### src/rtl/instr_fetch_pkg.sv
`default_nettype none
// ============================================================================
//  Module      : instr_fetch_pkg
//  Description : Shared FSM encoding and constants for the fetch stage.
//  Revision    : 1.0 - initial release
// ============================================================================
package instr_fetch_pkg;

   // Fetch FSM: normal fetch, waiting on memory, waiting on a killed access
   typedef enum logic [1:0] {
      S_FETCH     = 2'd0,
      S_MISS      = 2'd1,
      S_MISS_KILL = 2'd2
   } fetch_state_t;

   localparam logic [31:0] C_NOP      = 32'h0000_0000;
   localparam logic [31:0] C_RESET_PC = 32'h0000_0000;

   // Force an address onto a word boundary
   function automatic logic [31:0] word_align(input logic [31:0] addr);
      return {addr[31:2], 2'b00};
   endfunction

endpackage
`default_nettype wire

### src/rtl/instr_fetch_if.sv
`default_nettype none
// ============================================================================
//  Module      : instr_fetch_if
//  Description : Decode-side controls, instruction-memory bus and IF/ID
//                outputs of the fetch stage.
//  Revision    : 1.0 - initial release
// ============================================================================
interface instr_fetch_if;
   logic        stall;
   logic        branch_taken;
   logic [31:0] branch_target;
   logic        isJR;
   logic [31:0] jr_target;
   logic        Jump;
   logic [31:0] jump_target;
   logic [29:0] IM_addr;
   logic        IM_read;
   logic [31:0] IM_rdata;
   logic        IM_stall;
   logic [31:0] Instruction;
   logic [31:0] PC_plus4;
   logic        IF_valid;
   logic [31:0] fetch_count;

   // Fetch unit side
   modport master (
      input  stall, branch_taken, branch_target, isJR, jr_target, Jump,
             jump_target, IM_rdata, IM_stall,
      output IM_addr, IM_read, Instruction, PC_plus4, IF_valid, fetch_count
   );

   // Environment side (decode + instruction memory)
   modport slave (
      output stall, branch_taken, branch_target, isJR, jr_target, Jump,
             jump_target, IM_rdata, IM_stall,
      input  IM_addr, IM_read, Instruction, PC_plus4, IF_valid, fetch_count
   );
endinterface
`default_nettype wire

### src/rtl/instr_fetch_if_id_reg.sv
`default_nettype none
// ============================================================================
//  Module      : if_id_reg
//  Description : IF/ID pipeline register. Hold has priority, then load;
//                otherwise a bubble (NOP, invalid) is inserted.
//  Revision    : 1.0 - initial release
// ============================================================================
module if_id_reg
   import instr_fetch_pkg::*;
#(
   parameter logic [31:0] NOP = C_NOP
) (
   input  logic        clk,
   input  logic        rst,
   input  logic        i_hold,
   input  logic        i_load,
   input  logic [31:0] i_instr,
   input  logic [31:0] i_pc_plus4,
   output logic [31:0] o_instr,
   output logic [31:0] o_pc_plus4,
   output logic        o_valid
);

   logic [31:0] r_instr;
   logic [31:0] r_pc_plus4;
   logic        r_valid;

   // Capture, hold, or flush the decode-stage instruction slot
   always_ff @(posedge clk) begin
      if (rst) begin
         r_instr    <= NOP;
         r_pc_plus4 <= 32'h0;
         r_valid    <= 1'b0;
      end else if (!i_hold) begin
         if (i_load) begin
            r_instr    <= i_instr;
            r_pc_plus4 <= i_pc_plus4;
            r_valid    <= 1'b1;
         end else begin
            r_instr    <= NOP;
            r_pc_plus4 <= 32'h0;
            r_valid    <= 1'b0;
         end
      end
   end

   assign o_instr    = r_instr;
   assign o_pc_plus4 = r_pc_plus4;
   assign o_valid    = r_valid;

endmodule
`default_nettype wire

### src/rtl/instr_fetch.sv
`default_nettype none
// ============================================================================
//  Module      : instr_fetch
//  Description : Instruction fetch stage with PC, redirect handling and a
//                small FSM that rides out instruction-memory wait states.
//  Revision    : 1.0 - initial release
// ============================================================================
module instr_fetch
   import instr_fetch_pkg::*;
#(
   parameter logic [31:0] RESET_PC = C_RESET_PC,
   parameter logic [31:0] NOP      = C_NOP
) (
   input  logic          clk,
   input  logic          rst,
   instr_fetch_if.master bus
);

   fetch_state_t r_state;
   logic [31:0]  r_pc;
   logic [31:0]  r_pend_pc;
   logic [31:0]  r_fetch_count;

   logic         w_redir;
   logic [31:0]  w_target;
   logic [31:0]  w_pc_plus4;
   logic         w_load;

   assign w_pc_plus4 = r_pc + 32'd4;

   // Redirect detection and target selection (branch > JR > jump)
   always_comb begin
      w_redir  = bus.branch_taken | bus.isJR | bus.Jump;
      w_target = word_align(bus.jump_target);
      if (bus.branch_taken)
         w_target = word_align(bus.branch_target);
      else if (bus.isJR)
         w_target = word_align(bus.jr_target);
   end

   // A word is delivered only when decode is not stalled, memory answered,
   // nothing redirects, and the access in flight was not killed
   always_comb begin
      w_load = !bus.stall && !bus.IM_stall && !w_redir &&
               (r_state != S_MISS_KILL);
   end

   // FSM, PC, pending-redirect target and delivered-instruction counter
   always_ff @(posedge clk) begin
      if (rst) begin
         r_state       <= S_FETCH;
         r_pc          <= word_align(RESET_PC);
         r_pend_pc     <= 32'h0;
         r_fetch_count <= 32'h0;
      end else begin
         if (w_load)
            r_fetch_count <= r_fetch_count + 32'd1;
         case (r_state)
            S_FETCH, S_MISS: begin
               if (bus.stall) begin
                  // PC frozen; only follow the memory handshake so the same
                  // address is simply re-fetched once decode releases
                  r_state <= bus.IM_stall ? S_MISS : S_FETCH;
               end else if (w_redir) begin
                  if (bus.IM_stall) begin
                     r_pend_pc <= w_target;
                     r_state   <= S_MISS_KILL;
                  end else begin
                     r_pc    <= w_target;
                     r_state <= S_FETCH;
                  end
               end else if (bus.IM_stall) begin
                  r_state <= S_MISS;
               end else begin
                  r_pc    <= w_pc_plus4;
                  r_state <= S_FETCH;
               end
            end
            S_MISS_KILL: begin
               // Stay parked while decode stalls so the pending target survives
               if (!bus.stall) begin
                  if (bus.IM_stall) begin
                     if (w_redir)
                        r_pend_pc <= w_target;
                  end else begin
                     r_pc    <= w_redir ? w_target : r_pend_pc;
                     r_state <= S_FETCH;
                  end
               end
            end
            default: r_state <= S_FETCH;
         endcase
      end
   end

   if_id_reg #(
      .NOP (NOP)
   ) u_if_id_reg (
      .clk        (clk),
      .rst        (rst),
      .i_hold     (bus.stall),
      .i_load     (w_load),
      .i_instr    (bus.IM_rdata),
      .i_pc_plus4 (w_pc_plus4),
      .o_instr    (bus.Instruction),
      .o_pc_plus4 (bus.PC_plus4),
      .o_valid    (bus.IF_valid)
   );

   assign bus.IM_addr     = r_pc[31:2];
   assign bus.IM_read     = ~rst;
   assign bus.fetch_count = r_fetch_count;

endmodule
`default_nettype wire

### src/flat_wrapper.sv
// flat-port wrapper written by rule: the top's interface ports become plain ports
module instr_fetch_flat import instr_fetch_pkg::*;
#(
   parameter logic [31:0] RESET_PC = C_RESET_PC,
   parameter logic [31:0] NOP      = C_NOP
)
  (clk, rst, bus_stall, bus_branch_taken, bus_branch_target, bus_isJR, bus_jr_target, bus_Jump, bus_jump_target, bus_IM_rdata, bus_IM_stall, bus_IM_addr, bus_IM_read, bus_Instruction, bus_PC_plus4, bus_IF_valid, bus_fetch_count);
  instr_fetch_if bus_i ();
  input  logic clk;
  input  logic rst;
  input wire logic [$bits(bus_i.stall)-1:0] bus_stall;
  input wire logic [$bits(bus_i.branch_taken)-1:0] bus_branch_taken;
  input wire logic [$bits(bus_i.branch_target)-1:0] bus_branch_target;
  input wire logic [$bits(bus_i.isJR)-1:0] bus_isJR;
  input wire logic [$bits(bus_i.jr_target)-1:0] bus_jr_target;
  input wire logic [$bits(bus_i.Jump)-1:0] bus_Jump;
  input wire logic [$bits(bus_i.jump_target)-1:0] bus_jump_target;
  input wire logic [$bits(bus_i.IM_rdata)-1:0] bus_IM_rdata;
  input wire logic [$bits(bus_i.IM_stall)-1:0] bus_IM_stall;
  output wire logic [$bits(bus_i.IM_addr)-1:0] bus_IM_addr;
  output wire logic [$bits(bus_i.IM_read)-1:0] bus_IM_read;
  output wire logic [$bits(bus_i.Instruction)-1:0] bus_Instruction;
  output wire logic [$bits(bus_i.PC_plus4)-1:0] bus_PC_plus4;
  output wire logic [$bits(bus_i.IF_valid)-1:0] bus_IF_valid;
  output wire logic [$bits(bus_i.fetch_count)-1:0] bus_fetch_count;
  assign bus_i.stall = bus_stall;
  assign bus_i.branch_taken = bus_branch_taken;
  assign bus_i.branch_target = bus_branch_target;
  assign bus_i.isJR = bus_isJR;
  assign bus_i.jr_target = bus_jr_target;
  assign bus_i.Jump = bus_Jump;
  assign bus_i.jump_target = bus_jump_target;
  assign bus_i.IM_rdata = bus_IM_rdata;
  assign bus_i.IM_stall = bus_IM_stall;
  assign bus_IM_addr = bus_i.IM_addr;
  assign bus_IM_read = bus_i.IM_read;
  assign bus_Instruction = bus_i.Instruction;
  assign bus_PC_plus4 = bus_i.PC_plus4;
  assign bus_IF_valid = bus_i.IF_valid;
  assign bus_fetch_count = bus_i.fetch_count;
  instr_fetch #(.RESET_PC(RESET_PC), .NOP(NOP)) u_core (.clk(clk), .rst(rst), .bus(bus_i));
endmodule
### config.mk
export PLATFORM = sky130hd
export DESIGN_NAME = instr_fetch_flat
export DESIGN_NICKNAME = d
export VERILOG_FILES = /design/src/rtl/instr_fetch_pkg.sv /design/src/rtl/instr_fetch_if.sv /design/src/rtl/instr_fetch_if_id_reg.sv /design/src/rtl/instr_fetch.sv /design/src/flat_wrapper.sv
export SDC_FILE = /design/constraint.sdc
export NUM_CORES = 1
export LEC_CHECK = 0
export ABC_AREA = 1
export CAP_MARGIN = 20
export CORE_ASPECT_RATIO = 2
export CORE_MARGIN = 5
export CORE_UTILIZATION = 45
export DETAILED_ROUTE_END_ITERATION = 10
export GPL_TIMING_DRIVEN = 0
export HOLD_SLACK_MARGIN = 0.1
export PLACE_DENSITY = 0.76
export SYNTH_ARGS = -nofsm -noshare
export SYNTH_HDL_FRONTEND = slang
export SYNTH_SLANG_ARGS = --single-unit
### constraint.sdc
create_clock -name clk -period 3.9 [get_ports clk]
set_clock_uncertainty 0.1 [all_clocks]
set_input_delay 0.39 -clock clk [delete_from_list [all_inputs] [get_ports clk]]
set_output_delay 0.39 -clock clk [all_outputs]
set_load 0.01 [all_outputs]
==> results of run 1 <==
## placed cells by master, fill, tap and decap left out, drive strengths merged, types with 4 or more instances in the layout
master,n
a21oi,198
a31oi,34
buf,63
clkbuf,66
clkdlybuf4s50,255
clkinv,7
dfxtp,163
inv,69
nand2,553
nand3,39
nand3b,8
nand4,10
nor2,118
nor3,19
o211ai,4
o21ai,74
or2,6
xor2,15
## worst paths after layout
path,start,end,slack [ps],cells after the start
max,rst,bus_IM_read,1160,5
min,u_core.u_if_id_reg.o_instr[22],u_core.u_if_id_reg.o_instr[22],360,2
max reg2reg,u_core.r_state[1],u_core.r_pc[4],1730,6
min reg2reg,u_core.u_if_id_reg.o_instr[22],u_core.u_if_id_reg.o_instr[22],360,2
## layer usage
layer,global-route usage (%),wire length [um]
met5,0,0
met1,26.1,11300
met2,53.7,18200
met3,3.92,1410
met4,17.6,2140
## worst register-to-register path, cell delays in order, from the launching register on
cell and delay, ps:
sky130_fd_sc_hd__dfxtp_1 390, sky130_fd_sc_hd__nand2_1 90, sky130_fd_sc_hd__nand2_1 340, sky130_fd_sc_hd__clkinv_1 430, sky130_fd_sc_hd__clkbuf_1 390, sky130_fd_sc_hd__o211ai_1 260, sky130_fd_sc_hd__inv_1 60
## flip-flops by register name (all words and copies together) (netlist names)
name / cells
u_core.r_state: 2
u_core.u_if_id_reg.o_valid: 1
u_core.u_if_id_reg.o_instr: 32
u_core.bus.fetch_count: 32
u_core.r_pc: 32
u_core.r_pend_pc: 32
u_core.u_if_id_reg.o_pc_plus4: 32
## area by class of cell
type                    instances  share of cell area (%)
flip-flops and latches        163                    25.9
multi-input cells            1094                    40.0
repair buffers                255                    20.3
inverters                      68                    2.03
clock buffers                  20                    3.71
clock inverters                11                    1.00
well taps                     262                    2.60
plain buffers                 109                    4.50
## power by group
part	switching, mW	internal [mW]	total, mW
clock	0.720	0.995	1.71
sequential	0.0545	1.72	1.77
combinational	0.345	0.304	0.649
## kinds of logic after synthesis
group / Yosys count / share of synthesized area (%)
and+or+nand+nor: 759 / 34.9
AOI/OAI and AO/OA: 315 / 18.0
buffers and inverters: 177 / 9.01
DFF: 163 / 35.8
xor gates and xnor gates: 18 / 1.98
adders and majority gates: 2 / 0.274
## stage by stage
step / util [%] / hold slack, ps / instances / power [mW]
2_1_floorplan: - / 337 / 1434 / 2.14
3_3_place_gp: 60.3 / 345 / 1951 / 2.44
3_5_place_dp: 60.3 / 353 / 1951 / 2.45
4_1_cts: 63.2 / 362 / 1982 / 4.14
5_1_grt: 63.2 / 384 / 1982 / 4.29
6_report: 63.2 / 361 / 1982 / 4.14
==> reports/results.env, run 1 <==
MULTI_INPUT_COMB_AREA_UM2=5030
CTS_BUFFERS=17
ASYNC_RESET_FF_SHARE_PCT=0
GRT_PASS1_WL_UM=52000
MAX-VDD-IR-DROP_mV=0.268
IO_BUFFERS=255
POSTSYNTHAREAPERCELL_UM2=6.36
DPL.HPWL_UM=26700
ACHIEVABLE-FREQUENCY_MHz=366
SYNTH.CELL_AREA_UM2=9120
INITIAL_ANTENNA_VIOLATION_COUNT=0
GR-USAGE-ALL-LAYERS_PCT=27.4
NETLIST_INSTANCES=1434
FINALSETUPVIOLATIONS=0
PLACED_AREA_UM2=12000
PATH_CLASS='input port to output port'
INITIAL_CORE_UTIL_PCT=45.8
TOTALWIRELENGTH_UM=33000
FF_LATCH_AREA_UM2=3260
CRITICAL_PATH.MAX_FANOUT=10
MAXCAPVIOLCOUNT=0
CLOCK_INSERTION_DELAY_AT_THE_LATER_PIN_OF_THE_SKEW_REPORT_PS=430
TOP_FAMILY_BY_DELAY_ON_CRITICAL_PATH='buffers and inverters'
YS_FF_LATCH=163
CLOCK-SINKS=163
TNS_PS=0
ROUTE.VIAS.TOTAL=10400
CP_NUM_BUF_INV=5
POST-CTS-SETUP-BUFFERS=0
CTS_MAX_PATH_BUFFERS=2
DIE_H_UM=211
HOLDCRITPATHCLASS='flop to flop'
FINALWORSTPATHREQUIREDPERIOD_PS=2740
CTS.ROOT.BUFFER_CELL='sky130_fd_sc_hd__clkbuf_16'
PRE_CTS_SLACK_PS=1150
DETAIL_ROUTE.ITER0.VIOLATIONS=643
CTS.REPORTEDPATHS.CLKPINSLEW_PS=60
TIGHTESTPINTRANSITION_PS=752
SYNTH_CELL_TYPES=40
DRT.ANTENNA.VIOLATING_NETS=0
FINAL_DESIGN_AREA_NO_FILL_UM2=12600
FP.DIEW_UM=111
CRITICAL-PATH-SLOWEST-CELL='sky130_fd_sc_hd__clkdlybuf4s50_1'
GRT_OVERFLOW=0
ROUTED_WIRE_LENGTH_PER_INSTANCE_UM=16.6
CLOCK_TREE_FROM_TRITONCTS='yes'
RUN_STATUS='finished, final reports clean'
TIMING.CRITICAL_PATH.REQUIRED_PS=3410
SYNTH.MOST_COMMON_CELL='sky130_fd_sc_hd__nand2_1'
FINAL_CRITICAL_PATH_SETUP_SLACK_PS=1160
TIMING.CRITICAL_PATH.CELLS='clkbuf_1 -> inv_1 -> buf_2 -> clkbuf_1 -> clkdlybuf4s50_1'
DRC=0
YS_SEQ_AREA_SHARE_PCT=35.8
POST_CTS_HOLD_BUFFER_COUNT=0
DESIGN.DIE.AREA_UM2=23400
LAYOUT_WORST_PATH_CYCLE_SHARE_PCT=70.1
PLACEMENTROWS=73
GRT_SETUP_UNREPAIRED='false'
FLOORPLAN.CORE_AREA_UM2=19900
P_LEAK_nW=5.00
LARGEST_NET_DEGREE_AT_THE_START_OF_GLOBAL_ROUTING=17
ANTENNA_CELLS_INSERTED=0
RELATIVE_SLEW_SLACK_PCT=49.9
SYNTH_TOP_FLOP_CELL='sky130_fd_sc_hd__dfxtp_1'
WORST_PATH_MOST_REPEATED_CELL='sky130_fd_sc_hd__clkbuf_1'
END_KIND='output port'
SYNTH_TOP_CELLS_BY_COUNT='546 x sky130_fd_sc_hd__nand2_1, 198 x sky130_fd_sc_hd__a21oi_1, 163 x sky130_fd_sc_hd__dfxtp_1'
YOSYS-TOP-CELLS-AREA='sky130_fd_sc_hd__dfxtp_1 36%, sky130_fd_sc_hd__nand2_1 22%, sky130_fd_sc_hd__a21oi_1 11%, sky130_fd_sc_hd__nor2_1 4.2%, sky130_fd_sc_hd__o21ai_0 3.2%'
FIRST_GLOBAL_VIAS=10300
POWERDENSITY_nW_PER_UM2=328
AVGVIACOUNTPERCELL=5.26
CTS-HTREE-LEVELS=4
SYNTH_TOP_AREA_SHARE_PCT=35.8
WARNINGS_SYNTHESIS=0
FINALMAXSLEWVIOLATIONS=0
NUMBER_OF_ENABLE_TYPE_REGISTER_CELLS_IN_THE_SYNTHESIZED_NETLIST=0
TIMING.FINAL.HOLD_VIOLATIONS=0
TIMING.CRITICAL_PATH.FROM_TYPE='input port'
POSTCTSRESIZEDCELLS=0
FIRST_PASS_ITERS=5
SYNTH_FP_NETS=1571
NFILLCELLS=1965
NETLIST.TOP_CELL.BY_AREA='sky130_fd_sc_hd__dfxtp_1'
LAYOUT.NETS=1845
CRITPATHARRIVALTIME_PS=2250
POST_ROUTE_CELLS_DRIVE_ABOVE_1_SHARE_PCT=7.79
PLACE_CONGESTION=0.970
SLOWEST_DELAY_PS=660
IOS=263
AREA.GROWTH.SYNTH_TO_FINAL_PCT=38.1
Power figures use the tool's default switching activity.
==> run 2: changes to the inputs <==
--- a/config.mk
+++ b/config.mk
@@ -9,11 +9,11 @@
 export CAP_MARGIN = 20
 export CORE_ASPECT_RATIO = 2
 export CORE_MARGIN = 5
-export CORE_UTILIZATION = 45
+export CORE_UTILIZATION = 44
 export DETAILED_ROUTE_END_ITERATION = 10
 export GPL_TIMING_DRIVEN = 0
 export HOLD_SLACK_MARGIN = 0.1
-export PLACE_DENSITY = 0.76
+export PLACE_DENSITY = 0.78
 export SYNTH_ARGS = -nofsm -noshare
 export SYNTH_HDL_FRONTEND = slang
 export SYNTH_SLANG_ARGS = --single-unit
==> constraint.sdc (replaced) <==
create_clock -name clk -period 2.2 [get_ports clk]
set_clock_uncertainty 0.1 [all_clocks]
set_input_delay 0.22 -clock clk [delete_from_list [all_inputs] [get_ports clk]]
set_output_delay 0.22 -clock clk [all_outputs]
set_load 0.01 [all_outputs]
==> reports/results.env, run 2 (same netlist as run 1, synthesis figures left out) <==
CLOCK-SINKS=163  # unchanged
CTS.REPORTEDPATHS.CLKPINSLEW_PS=60  # about the same
TIMING.CRITICAL_PATH.FROM_TYPE='flop'  # was input port
GR-USAGE-ALL-LAYERS_PCT=26.4  # was 27.4%
FINAL_CRITICAL_PATH_SETUP_SLACK_PS=122  # was 1160 ps
FINALMAXSLEWVIOLATIONS=0  # unchanged
FLOORPLAN.CORE_AREA_UM2=20500  # was 19900 um2
FIRST_GLOBAL_VIAS=10000  # was 10300
DRC=0  # unchanged
CLOCKPOWERSHARE_PCT=42.3  # was 41.5%
POST_ROUTE_CELLS_DRIVE_ABOVE_1_SHARE_PCT=8.02  # was 7.79%
FINALWORSTPATHREQUIREDPERIOD_PS=2080
GRT_OVERFLOW=0  # unchanged
GRT_PASS1_WL_UM=50300  # was 52000 um
FIRST_PASS_ITERS=5  # unchanged
HOLDCRITPATHCLASS='input port to flop'  # was flop to flop
ACHIEVABLE-FREQUENCY_MHz=481
CTS_MAX_PATH_BUFFERS=2  # unchanged
POWER.SHARE.SWITCHING_PCT=26.5  # was 27.1%
GRT_SETUP_UNREPAIRED='false'  # unchanged
INTERNAL-POWER_mW=5.46  # was 3.02 mW
CRITPATHARRIVALTIME_PS=2300  # was 2250 ps
FP.DIEW_UM=112  # was 111 um
CTS-HTREE-LEVELS=4  # unchanged
CTS.ROOT.BUFFER_CELL='sky130_fd_sc_hd__clkbuf_16'  # unchanged
TOTALWIRELENGTH_UM=32500  # was 33000 um
FINAL_COMMON_CELL='sky130_fd_sc_hd__nand2_1'  # unchanged
P_COMB_SHARE_PCT=15.5  # was 15.7%
TIMING.CRITICAL_PATH.REQUIRED_PS=2420  # was 3410 ps
TIMING.FINAL.HOLD_VIOLATIONS=0  # unchanged
DIE_H_UM=214  # was 211 um
ROUTED_WIRE_LENGTH_PER_INSTANCE_UM=16.4  # was 16.6 um
POST_CTS_HOLD_BUFFER_COUNT=0  # unchanged
INITIAL_CORE_UTIL_PCT=44.6  # was 45.8%
LARGEST_NET_DEGREE_AT_THE_START_OF_GLOBAL_ROUTING=20  # was 17
DPL.HPWL_UM=26500  # was 26700 um
CTS_BUFFERS=17  # unchanged
P_SW_mW=1.97  # was 1.12 mW
RUN_STATUS='finished, final reports clean'  # unchanged
DPL.CELL_COUNT=1955  # was 1951
AVGVIACOUNTPERCELL=5.19  # was 5.26
PRE_CTS_SLACK_PS=-323  # was 1150 ps
MAXCAPVIOLCOUNT=0  # unchanged
PLACEMENTROWS=74  # was 73
POWERDENSITY_nW_PER_UM2=588  # was 328 nW/um2
CRITICAL_PATH.MAX_FANOUT=10  # unchanged
LAYOUT.NETS=1844  # was 1845
UTILIZATION_PCT=61.7  # was 63.2%
MAX-VDD-IR-DROP_mV=0.467  # was 0.268 mV
CLOCK_INSERTION_DELAY_AT_THE_LATER_PIN_OF_THE_SKEW_REPORT_PS=440  # was 430 ps
LAYOUT_WORST_PATH_CYCLE_SHARE_PCT=94.5
PATH_CLASS='flop to flop'  # was input port to output port
INSTANCES_NO_FILL=1986  # was 1982
ANTENNA_CELLS_INSERTED=0  # unchanged
PLACE_CONGESTION=1.01  # was 0.970
DESIGN.DIE.AREA_UM2=23900  # was 23400 um2
INITIAL_ANTENNA_VIOLATION_COUNT=0  # unchanged
DRT.ANTENNA.VIOLATING_NETS=0  # unchanged
AREA.GROWTH.SYNTH_TO_FINAL_PCT=38.5  # was 38.1%
RELATIVE_SLEW_SLACK_PCT=53.2  # was 49.9%
LAYOUT.CELLS.MOST_COMMON_LIST='546 x sky130_fd_sc_hd__nand2_1, 255 x sky130_fd_sc_hd__clkdlybuf4s50_1, 198 x sky130_fd_sc_hd__a21oi_1'  # unchanged
FINALSETUPVIOLATIONS=0  # unchanged
DETAIL_ROUTE.ITER0.VIOLATIONS=610  # was 643
IO_BUFFERS=255  # unchanged
IOS=263  # unchanged
P_LEAK_nW=5.00  # about the same
CLOCK_TREE_FROM_TRITONCTS='yes'  # unchanged
ROUTE.VIAS.TOTAL=10300  # was 10400
END_KIND='flop'  # was output port
TIGHTESTPINTRANSITION_PS=702  # was 752 ps
SHARE_SEQ_OF_TOTAL_POWER_PCT=42.3  # was 42.8%
-- run 2: metrics by stage --
step / hold slack [ps] / setup TNS [ps] / total power [mW] / instance area [um2]
6_report: 236 / 0 / 7.43 / 12600
5_1_grt: 233 / 0 / 7.70 / 12600
4_1_cts: 221 / 0 / 7.46 / 12600
3_5_place_dp: 354 / -10390 / 4.35 / 12000
3_3_place_gp: 344 / -9410 / 4.33 / 12000
2_1_floorplan: 264 / 0 / 3.80 / 9120
-- run 2: timing repair --
item                                   CTS  global route
resized for setup                        0             5
endpoints found under the hold margin    0             0
setup endpoints to repair                1            11
pin swaps                                0             0
setup buffers                            0             0
-- run 2: layout make-up --
cell class                      count  area, um2
Timing Repair Buffer              255       2550
Buffer                            108        564
Fill cell                        1928       7830
Multi-Input combinational cell   1094       5040
Inverter                           68        259
Tap cell                          266        333
Sequential cell                   163       3260
Clock inverter                     11        151
Clock buffer                       21        470
-- run 2: final timing paths --
kind | startpoint | endpoint | depth (start not counted) | slack [ps]
setup reg to reg | u_core.r_state[1] | u_core.r_pc[10] | 6 | 120
hold / removal | bus_IM_rdata[16] | u_core.u_if_id_reg.o_instr[16] | 3 | 240
hold reg to reg | u_core.u_if_id_reg.o_instr[24] | u_core.u_if_id_reg.o_instr[24] | 2 | 360
setup / recovery | u_core.r_state[1] | u_core.r_pc[10] | 6 | 120
-- run 2: power groups by stage --
stage                     clock network [mW]  logic [mW]  registers [mW]
final                                   3.14        1.15            3.14
after CTS                               3.18        1.15            3.14
after global placement                     0        1.13            3.20
after detailed placement                   0        1.14            3.20
after global routing                    3.29        1.26            3.15
after floorplan                            0       0.621            3.18
-- run 2: critical path, cell delays in order, from the launching register on --
cell	delay [ps]
sky130_fd_sc_hd__dfxtp_1	410
sky130_fd_sc_hd__nand2_1	110
sky130_fd_sc_hd__nand2_1	370
sky130_fd_sc_hd__clkinvlp_4	370
sky130_fd_sc_hd__clkbuf_1	300
sky130_fd_sc_hd__o21ai_0	250
sky130_fd_sc_hd__a21oi_1	60
-- run 2: per-layer routing --
| layer | global-route usage, % | vias up | routed length, um |
|---|---|---|---|
| li1 | - | 5174 | - |
| met1 | 24.7 | 4613 | 11100 |
| met2 | 51.8 | 400 | 17800 |
| met3 | 4.24 | 121 | 1480 |
| met4 | 17.5 | 0 | 2080 |
| met5 | 0 | - | 0 |
